## config.mk

```make
export PLATFORM = sky130hd
export DESIGN_NAME = decoder_nx_seq
export DESIGN_NICKNAME = d
export VERILOG_FILES = /design/src/rtl/decoder_pkg.sv /design/src/rtl/decoder_nx_seq_dwell_counter.sv /design/src/rtl/decoder_nx_seq.sv
export SDC_FILE = /design/constraint.sdc
export NUM_CORES = 1
export LEC_CHECK = 0
export CAP_MARGIN = 20
export CORE_MARGIN = 4
export CORE_UTILIZATION = 44
export DETAILED_ROUTE_END_ITERATION = 8
export PLACE_DENSITY = 0.73
export SYNTH_ARGS = -nofsm -noshare
export SYNTH_HDL_FRONTEND = slang
export SYNTH_SLANG_ARGS = --single-unit
```

## constraint.sdc

```tcl
create_clock -name clk -period 1.6 [get_ports clk]
set_clock_uncertainty 0.1 [all_clocks]
set_input_delay 0.4 -clock clk [delete_from_list [all_inputs] [get_ports clk]]
set_output_delay 0.4 -clock clk [all_outputs]
set_load 0.02 [all_outputs]
```

## src/rtl/decoder_pkg.sv

```systemverilog
// Shared definitions for decoder_nx_seq: controller state encoding and a one-hot helper.
package decoder_pkg;

  typedef enum logic [1:0] {
    IDLE   = 2'd0,
    DIRECT = 2'd1,
    SCAN   = 2'd2
  } state_t;

  // Widest select the helper supports; callers size-cast the result down to 2**N.
  localparam int MAX_N = 10;

  function automatic logic [2**MAX_N-1:0] onehot(input logic [MAX_N-1:0] sel);
    logic [2**MAX_N-1:0] v;
    v      = '0;
    v[sel] = 1'b1;
    return v;
  endfunction

endpackage

```

## src/rtl/decoder_nx_seq_dwell_counter.sv

```systemverilog
// Dwell timer for scan mode: tick is high on the last cycle of each DWELL-cycle dwell.
module dwell_counter #(
  parameter int DWELL = 4
) (
  input  logic clk,
  input  logic rst,
  input  logic clr,
  output logic tick
);

  localparam int CW = (DWELL > 1) ? $clog2(DWELL) : 1;
  localparam logic [CW-1:0] LAST = CW'(DWELL - 1);

  logic [CW-1:0] cnt;

  always_ff @(posedge clk or posedge rst) begin
    if (rst)
      cnt <= '0;
    else if (clr || cnt == LAST)
      cnt <= '0;
    else
      cnt <= cnt + 1'b1;
  end

  assign tick = (cnt == LAST);

endmodule

```

## src/rtl/decoder_nx_seq.sv

```systemverilog
// Registered N-to-2^N one-hot decoder with direct and dwell-timed scan modes.
// Define DEC_SCAN_MASK_EN to add the per-channel scan skip mask input.
module decoder_nx_seq
  import decoder_pkg::*;
#(
  parameter int N     = 3,
  parameter int DWELL = 4
) (
  input  logic          clk,
  input  logic          rst,
  input  logic          en,
  input  logic          mode,
  input  logic [N-1:0]  in,
`ifdef DEC_SCAN_MASK_EN
  input  logic [2**N-1:0] mask,
`endif
  output logic [2**N-1:0] out,
  output logic [N-1:0]  idx,
  output logic          wrap
);

  localparam int W = 2**N;

  state_t        state, state_next;
  logic [W-1:0]  out_next;
  logic [N-1:0]  idx_next;
  logic          wrap_next;
  logic [W-1:0]  live;
  logic          any_live;
  logic          stalled;
  logic          tick;
  logic          clr;
  logic [N-1:0]  first_idx;
  logic [N-1:0]  adv_idx;

`ifdef DEC_SCAN_MASK_EN
  assign live = ~mask;
`else
  assign live = '1;
`endif

  assign any_live = |live;
  // In SCAN an all-zero output means either just entered or parked on an all-masked set.
  assign stalled  = ~|out;
  assign clr      = (state != SCAN) || stalled;

  dwell_counter #(.DWELL(DWELL)) u_dwell (
    .clk  (clk),
    .rst  (rst),
    .clr  (clr),
    .tick (tick)
  );

  // Lowest live channel, and nearest live channel after idx (cyclic; idx itself if alone).
  always_comb begin
    first_idx = '0;
    for (int k = W - 1; k >= 0; k--)
      if (live[k]) first_idx = N'(k);
    adv_idx = idx;
    for (int k = W - 1; k >= 1; k--)
      if (live[N'(int'(idx) + k)]) adv_idx = N'(int'(idx) + k);
  end

  always_ff @(posedge clk or posedge rst) begin
    if (rst) begin
      state <= IDLE;
      out   <= '0;
      idx   <= '0;
      wrap  <= 1'b0;
    end else begin
      state <= state_next;
      out   <= out_next;
      idx   <= idx_next;
      wrap  <= wrap_next;
    end
  end

  always_comb begin
    if (!en)
      state_next = IDLE;
    else if (!mode)
      state_next = DIRECT;
    else
      state_next = SCAN;
  end

  always_comb begin
    out_next  = '0;
    idx_next  = '0;
    wrap_next = 1'b0;
    case (state_next)
      DIRECT: begin
        idx_next = in;
        out_next = W'(onehot(MAX_N'(in)));
      end
      SCAN: begin
        if (!any_live) begin
          out_next = '0;
        end else if (state != SCAN || stalled) begin
          idx_next = first_idx;
          out_next = W'(onehot(MAX_N'(first_idx)));
        end else if (tick) begin
          idx_next  = adv_idx;
          out_next  = W'(onehot(MAX_N'(adv_idx)));
          wrap_next = (adv_idx <= idx);
        end else begin
          idx_next = idx;
          out_next = out;
        end
      end
      default: ;
    endcase
  end

endmodule

```

---- After elaboration in Yosys (flattened, before gate mapping) ----
Memory sizes are Yosys's and may differ from the RTL's.
Cells that the tools add are included.
storage, ports and cells
  flip-flop bits (word level) ............. 16
  ROM bits ................................ 56
  input port bits ......................... 7
  output and inout bits ................... 12
  logic and storage cells ................. 80
  memories ................................ 7
cells by class
  add/sub/neg operators ................... 8
  magnitude comparators ................... 12
  equality and inequality tests ........... 5
  muxes and demuxes ....................... 37
  reductions and logical operators ........ 6
memories
  name             words  bits a word  rd ports  clocked after Yosys merged registers in  wr ports  line                  text
  (no name shown)  8      1            1         0                                        0         decoder_nx_seq.sv:61  if (live[N'(int'(idx) + k)]) adv_idx = N'(int'(idx) + k);
  (no name shown)  8      1            1         0                                        0         decoder_nx_seq.sv:61
  (no name shown)  8      1            1         0                                        0         decoder_nx_seq.sv:61
  (no name shown)  8      1            1         0                                        0         decoder_nx_seq.sv:61
  (no name shown)  8      1            1         0                                        0         decoder_nx_seq.sv:61
  (no name shown)  8      1            1         0                                        0         decoder_nx_seq.sv:61
  +1 memories      n/a    n/a          n/a       n/a                                      n/a       n/a
operators by type and width
  kind                   number
  $lt A3 B5 Y1 const B   7
  $mux W3                9
  $lt A3 B11 Y1 const B  2
  $mux W1                19
  $mux W8                2
  $pmux W8 S2            1
  $add A3 B3 Y3 const B  4
  $reduce_or A8 Y1       1
  $add A3 B2 Y3 const B  2
  $demux W1 S3           2
  $ge A3 B1 Y1 const B   2
  $mux W2                3
  $pmux W3 S2            1
  $eq A2 B2 Y1 const B   2
  $add A3 B1 Y3 const B  1
  $le A3 B3 Y1           1
  $ne A3 B2 Y1 const B   1
  $add A2 B1 Y2 const B  1
  $eq A2 B1 Y1 const B   1
  $logic_and A1 B1 Y1    2
  $logic_or A1 B1 Y1     2
  $ne A2 B2 Y1 const B   1
  $logic_not A1 Y1       1

---- Logic depth before layout (Yosys ltp) ----
  depth in word-level cells ............... 18
  gate-level depth with buffers ........... 7
  gate-level depth less buffers ........... 6

---- Hierarchy ----
A second synthesis with hierarchy kept.
second synthesis, totals
  cell total of the unflattened synthesis .. 101
  area, all modules ....................... 1007.2 um^2
by module, submodules not included
  module          instances  cells an instance  area an instance (um^2)  seq. area each (um^2)
  decoder_nx_seq  1          95                 918.4                    350.3
  dwell_counter   1          6                  88.8                     50.0

---- Least setup slack after synthesis ----
Ideal clock, no wire load.
  path type ............................... register to register
  start point ............................. register idx[0]
  end point ............................... register out[3]
  library setup time ...................... 82 ps
  arrival ................................. 1652 ps
  slack ................................... -233 ps
  stages on the path, launching flop included .. 5
  buffers on the path ..................... 1
  clock period less this slack ............ 1833 ps
  cells stage by stage .................... dfrtp_1 ha_1 clkbuf_1 or4_1 a31oi_1
between the ends
  longest elaborated chain between the ends .. 18
  elaborated cells on any way between the ends .. 43
RTL lines
  item                                                                 line                   text
  start, declared                                                      decoder_nx_seq.sv:18   output logic [N-1:0] idx,
  start signal, assigned                                               decoder_nx_seq.sv:73   idx <= idx_next;
  $add A3 B3 Y3                                                        decoder_nx_seq.sv:61
  $mem_v2 Z8 W1                                                        n/a
  $mux W1 (implied by the code) (2 in a row)                           decoder_nx_seq.sv:61
  $mux W3 (6 in a row)                                                 decoder_nx_seq.sv:61
  $mux W3 *                                                            decoder_nx_seq.sv:61
  $lt A3 B11 Y1 (implied by the code) or $ge A3 B1 Y1 (tied branches)  decoder_pkg.sv:16      v[sel] = 1'b1;
  $logic_and A1 B1 Y1 (implied by the code)                            decoder_pkg.sv:16
  $mux W1 (implied by the code)                                        decoder_pkg.sv:16
  $demux W1 S3 *                                                       decoder_pkg.sv:16
  $mux W8 *                                                            decoder_nx_seq.sv:102  end else if (tick) begin
  $mux W8 *                                                            decoder_nx_seq.sv:99   end else if (state != SCAN || stalled) begin
  $pmux W8 S2 *                                                        decoder_nx_seq.sv:91   case (state_next)
  end signal, assigned                                                 decoder_nx_seq.sv:72   out <= out_next;
  end, declared                                                        decoder_nx_seq.sv:17   output logic [2**N-1:0] out,
Every way passes the cells marked *; elsewhere a longest branch is shown, timed or not. The select of a mux whose other input is x is not followed.
A chain may end at the register's enable or synchronous reset.

---- Worst setup path after layout ----
  start point ............................. register out[3]
  end point ............................... register out[7]
between the ends
  longest elaborated chain between the ends .. 5
  elaborated cells on any way between the ends .. 6
RTL lines
  item                  line                  text
  $reduce_or A8 Y1 *    decoder_nx_seq.sv:44  assign stalled = ~|out;
  $logic_not A1 Y1 *    decoder_nx_seq.sv:44
  $logic_or A1 B1 Y1 *  decoder_nx_seq.sv:99
  $mux W8               decoder_nx_seq.sv:99
  $pmux W8 S2           decoder_nx_seq.sv:91
Every way passes the cells marked *; elsewhere a longest branch is shown, timed or not.

==> summary.md <==
| Metric | Value |
|---|---|
| Outcome | complete, but fails checks |
| Violated checks | setup timing |
| HPWL after DPL | between 1.5 and 2 mm |
| Cell at the root of the clock tree | sky130_fd_sc_hd__clkbuf_4 |
| Aggregate routed wire length | between 2 and 3 mm |
| Setup-violating endpoint count in the final report | 7 |
| Count of input and output buffers | 18 |
| Last weighted congestion value of the routability-driven placer | between 0.8 and 0.9 |
| Power Density | between 600 and 700 mW/mm2 |
| Worst path arrival time | 1.78 ns |
| CP max FO | 6 |
| Worst-case headroom to the max-slew limit | ~82% |
| Top area cells in the synthesized netlist | sky130_fd_sc_hd__dfrtp_1, sky130_fd_sc_hd__nor2_1, sky130_fd_sc_hd__ha_1 |
| Maximum buffer depth of the clock tree | 2 |
| Sequential area share after synthesis | a little over two fifths |
| Slowest stage delay, CP | just under 0.6 ns |
| Main combinational cell family by area after synthesis | simple AND/OR/NAND/NOR gates |
| Final Hold Vio Count | 0 |
| Final setup slack of the worst path | -0.0622 ns |
| Crit share post-route | 104% |
| Most common cell after layout, fill and taps aside | sky130_fd_sc_hd__buf_4 |
| Most frequent cells in the layout | sky130_fd_sc_hd__buf_4, sky130_fd_sc_hd__nor2_1, sky130_fd_sc_hd__dfrtp_1 |
| Post-synth net total | approximately 110 |
| Util after Layout | between 70% and 80% |
| Compound-cell area share of the yosys netlist | roughly 18% |
| Maximum operating frequency | roughly 0.60 GHz |
| Crit end category | flip-flop |
| Width of the die | about 54 um |
| First-pass iteration count of the detailed router | 4 |
| Initial core utilization | approximately 46% |
| Number of warning messages in the yosys log | 0 |
| Xor and xnor area share after synthesis | under 10% |
| Post-route standard cell area excluding fillers | 0.00145 mm2 |
| Leakage component of the power | 0.668 nW |
| R2r worst-path depth | 4 |
| Die Outline Area | 0.00286 mm2 |
| Final number of max-transition violations | 0 |
| Total met2 wirelength after detailed routing | about 1.4 mm |
| Post-Syn Area per Cell | 9.39 um2 |
| Total number of vias | 984 |
| Sum of overflow across all layers after global routing | 0 |
| Required time reported for the critical path endpoint | about 1.7 ns |
| Met1 Routed Length | roughly 1.2 mm |
| Setup repair after global routing missed its margin | yes |
| Startpoint type of the worst setup path | flip-flop |
| Number of max-capacitance violations reported | 0 |
| Top Ports | 19 |
| Sinks on the clock net | 16 |
| Quantity of hold-fixing buffers added after cts | 0 |
| Total track usage | around a fifth |
| Adder-cell share of the synthesized area | under 10% |
| Number of antenna violations at the first check in global routing | 0 |
| # H-tree levels | 1 |
| Synth top area share | between 40% and 50% |
| Cell area after synthesis | ~910 um2 |
| Crit-path slowest cell | sky130_fd_sc_hd__or4_4 |
| Net total in the final layout | 157 |
| DRC | 0 |
| Type of the setup path with the least slack | reg2reg |
| Number of antenna repair diodes | 0 |
| Number of vias per cell after detailed routing | roughly 5.7 |
| Synthesized instance count | just under 100 |
| Share of post-route cells with drive strength above 1 | around 45% |
| Highest Signal Layer | met4 |
| Pin count of the biggest net entering global routing | 17 |
| List of cells traversed by the critical path | or4_4 -> o211ai_4 -> nor2_1 -> a31oi_1 |
| DRT iter0 DRCs | 30 |
| Area Overhead vs Synth | 58.8% |
| Multiplexer area fraction after synthesis | 0% |
| Number of nets with antenna violations after routing | 0 |
| Clock latency at the later pin of the worst-skew pair | approximately 0.29 ns |
| Vias in the first global route | 962 |
| Endpoint of the worst-slack reg-to-reg timing path | out[7]$_DFFE_PP0P_ |
| Height of the die | between 50 and 60 um |
| First-pass GRT wire length | about 4.3 mm |
| Number of storage elements in the synthesis netlist | 16 |
| Wire per inst | between 15 and 20 um |
| Minimum clock period | 1.66 ns |
| Clock tree from TritonCTS | yes |
| Num CTS Buffers | 3 |
| Clock transition at path regs | about 0.10 ns |
| Placement Rows | 16 |
| Worst slew pin tran | about 0.27 ns |
| Area fraction in and, or, nand and nor cells after synthesis | 25.8% |
| WL met3 | 131 um |
| Largest area contributor in the synthesized netlist | sky130_fd_sc_hd__dfrtp_1 |
| Classification of the worst-slack hold path | in2async |
| Slack of the worst reg-to-reg path | -0.06 ns |
| Floorplan Core Area | roughly 0.0020 mm2 |
| Distinct cell type count of the synthesized netlist | 35 |
| Peak VDD IR | approximately 0.45 mV |
| Placed Instance Area | 0.00134 mm2 |
| R2r startpoint | out[3]$_DFFE_PP0P_ |
cells in the mapped netlist (all sizes together):
| master | count |
|---|---|
| a211oi | 1 |
| a21boi | 2 |
| a21oi | 3 |
| a22oi | 3 |
| a2bb2oi | 1 |
| a31oi | 5 |
| and2 | 3 |
| and2b | 1 |
| and3 | 1 |
| and4b | 1 |
| buf | 1 |
| clkbuf | 2 |
| dfrtp | 16 |
| ha | 3 |
| inv | 4 |
| nand2 | 5 |
| nand2b | 3 |
| nand3 | 3 |
| nand3b | 2 |
| nand4 | 1 |
| nand4b | 1 |
| nor2 | 12 |
| nor2b | 1 |
| nor3 | 1 |
| nor3b | 1 |
| nor4 | 2 |
| o211ai | 1 |
| o21ai | 7 |
| o2bb2ai | 1 |
| or4 | 4 |
| xnor2 | 1 |
| xor2 | 4 |
power by group:
part           internal [mW]  total, mW  switching (mW)
registers              0.421      0.433          0.0119
clock network         0.0971      0.235           0.138
logic                  0.115      0.237           0.122
total                  0.633      0.905           0.272
how the worst max path moves through the flow:
stage	startpoint	endpoint	slack, ns	cells past startpoint
floorplan	idx[1]$_DFFE_PP0P_	out[3]$_DFFE_PP0P_	-0.07	5
global placement	en	out[7]$_DFFE_PP0P_	-0.40	5
detailed placement	en	out[7]$_DFFE_PP0P_	-0.46	5
CTS	out[4]$_DFFE_PP0P_	out[1]$_DFFE_PP0P_	-0.04	4
global route	out[3]$_DFFE_PP0P_	out[1]$_DFFE_PP0P_	-0.12	4
finish	out[3]$_DFFE_PP0P_	out[7]$_DFFE_PP0P_	-0.06	4
flip-flops by register name, indices dropped and copies added, names as in the netlist:
name	cells
out	8
idx	3
state	2
u_dwell.cnt	2
wrap	1
kinds of logic after synthesis:
kind of cell             count (synthesis)
AND/OR/NAND/NOR                         42
AO/OA/AOI/OAI                           24
flip-flops                              16
buffers and inverters                    7
XOR/XNOR                                 5
adder cells (fa/ha/maj)                  3
critical path, delay by kind of cell (launching register included):
family	cells	cell delay (ns)
compound gates	2	0.42
flops	1	0.40
simple gates	2	0.66
per-stage QoR:
stage	hold WS [ns]	std cells	setup slack [ns]	total power [mW]	setup TNS (ns)
after global placement	0.316	166	-0.397	0.643	-3.12
after CTS	0.313	173	-0.0416	0.885	-0.179
final	0.305	173	-0.0622	0.905	-0.193
after floorplan	0.213	97	-0.0720	0.542	-0.302
after global routing	0.344	173	-0.118	0.941	-0.876
after detailed placement	0.330	166	-0.455	0.647	-3.46
cell type report:
class | count | area [um2]
multi-input cells | 75 | 609
fillers | 151 | 515
flip-flops and latches | 16 | 408
repair buffers | 47 | 354
well taps | 27 | 33.8
clock buffers | 4 | 26.3
inverters | 4 | 15.0
per-layer routing:
| layer | up-vias | GRT usage [%] |
|---|---|---|
| met5 | - | 0 |
| met4 | 0 | 6.38 |
| met3 | 11 | 2.82 |
| met2 | 37 | 38.6 |
| met1 | 480 | 24.3 |
| li1 | 456 | - |
repair_timing:
item	4_1_cts	5_1_grt
buffers inserted	3	0
pin swaps	8	5
gates cloned	1	0
gates resized for setup	36	21
setup endpoints to repair	21	21
No activity file was read; power rests on OpenSTA's default activity.
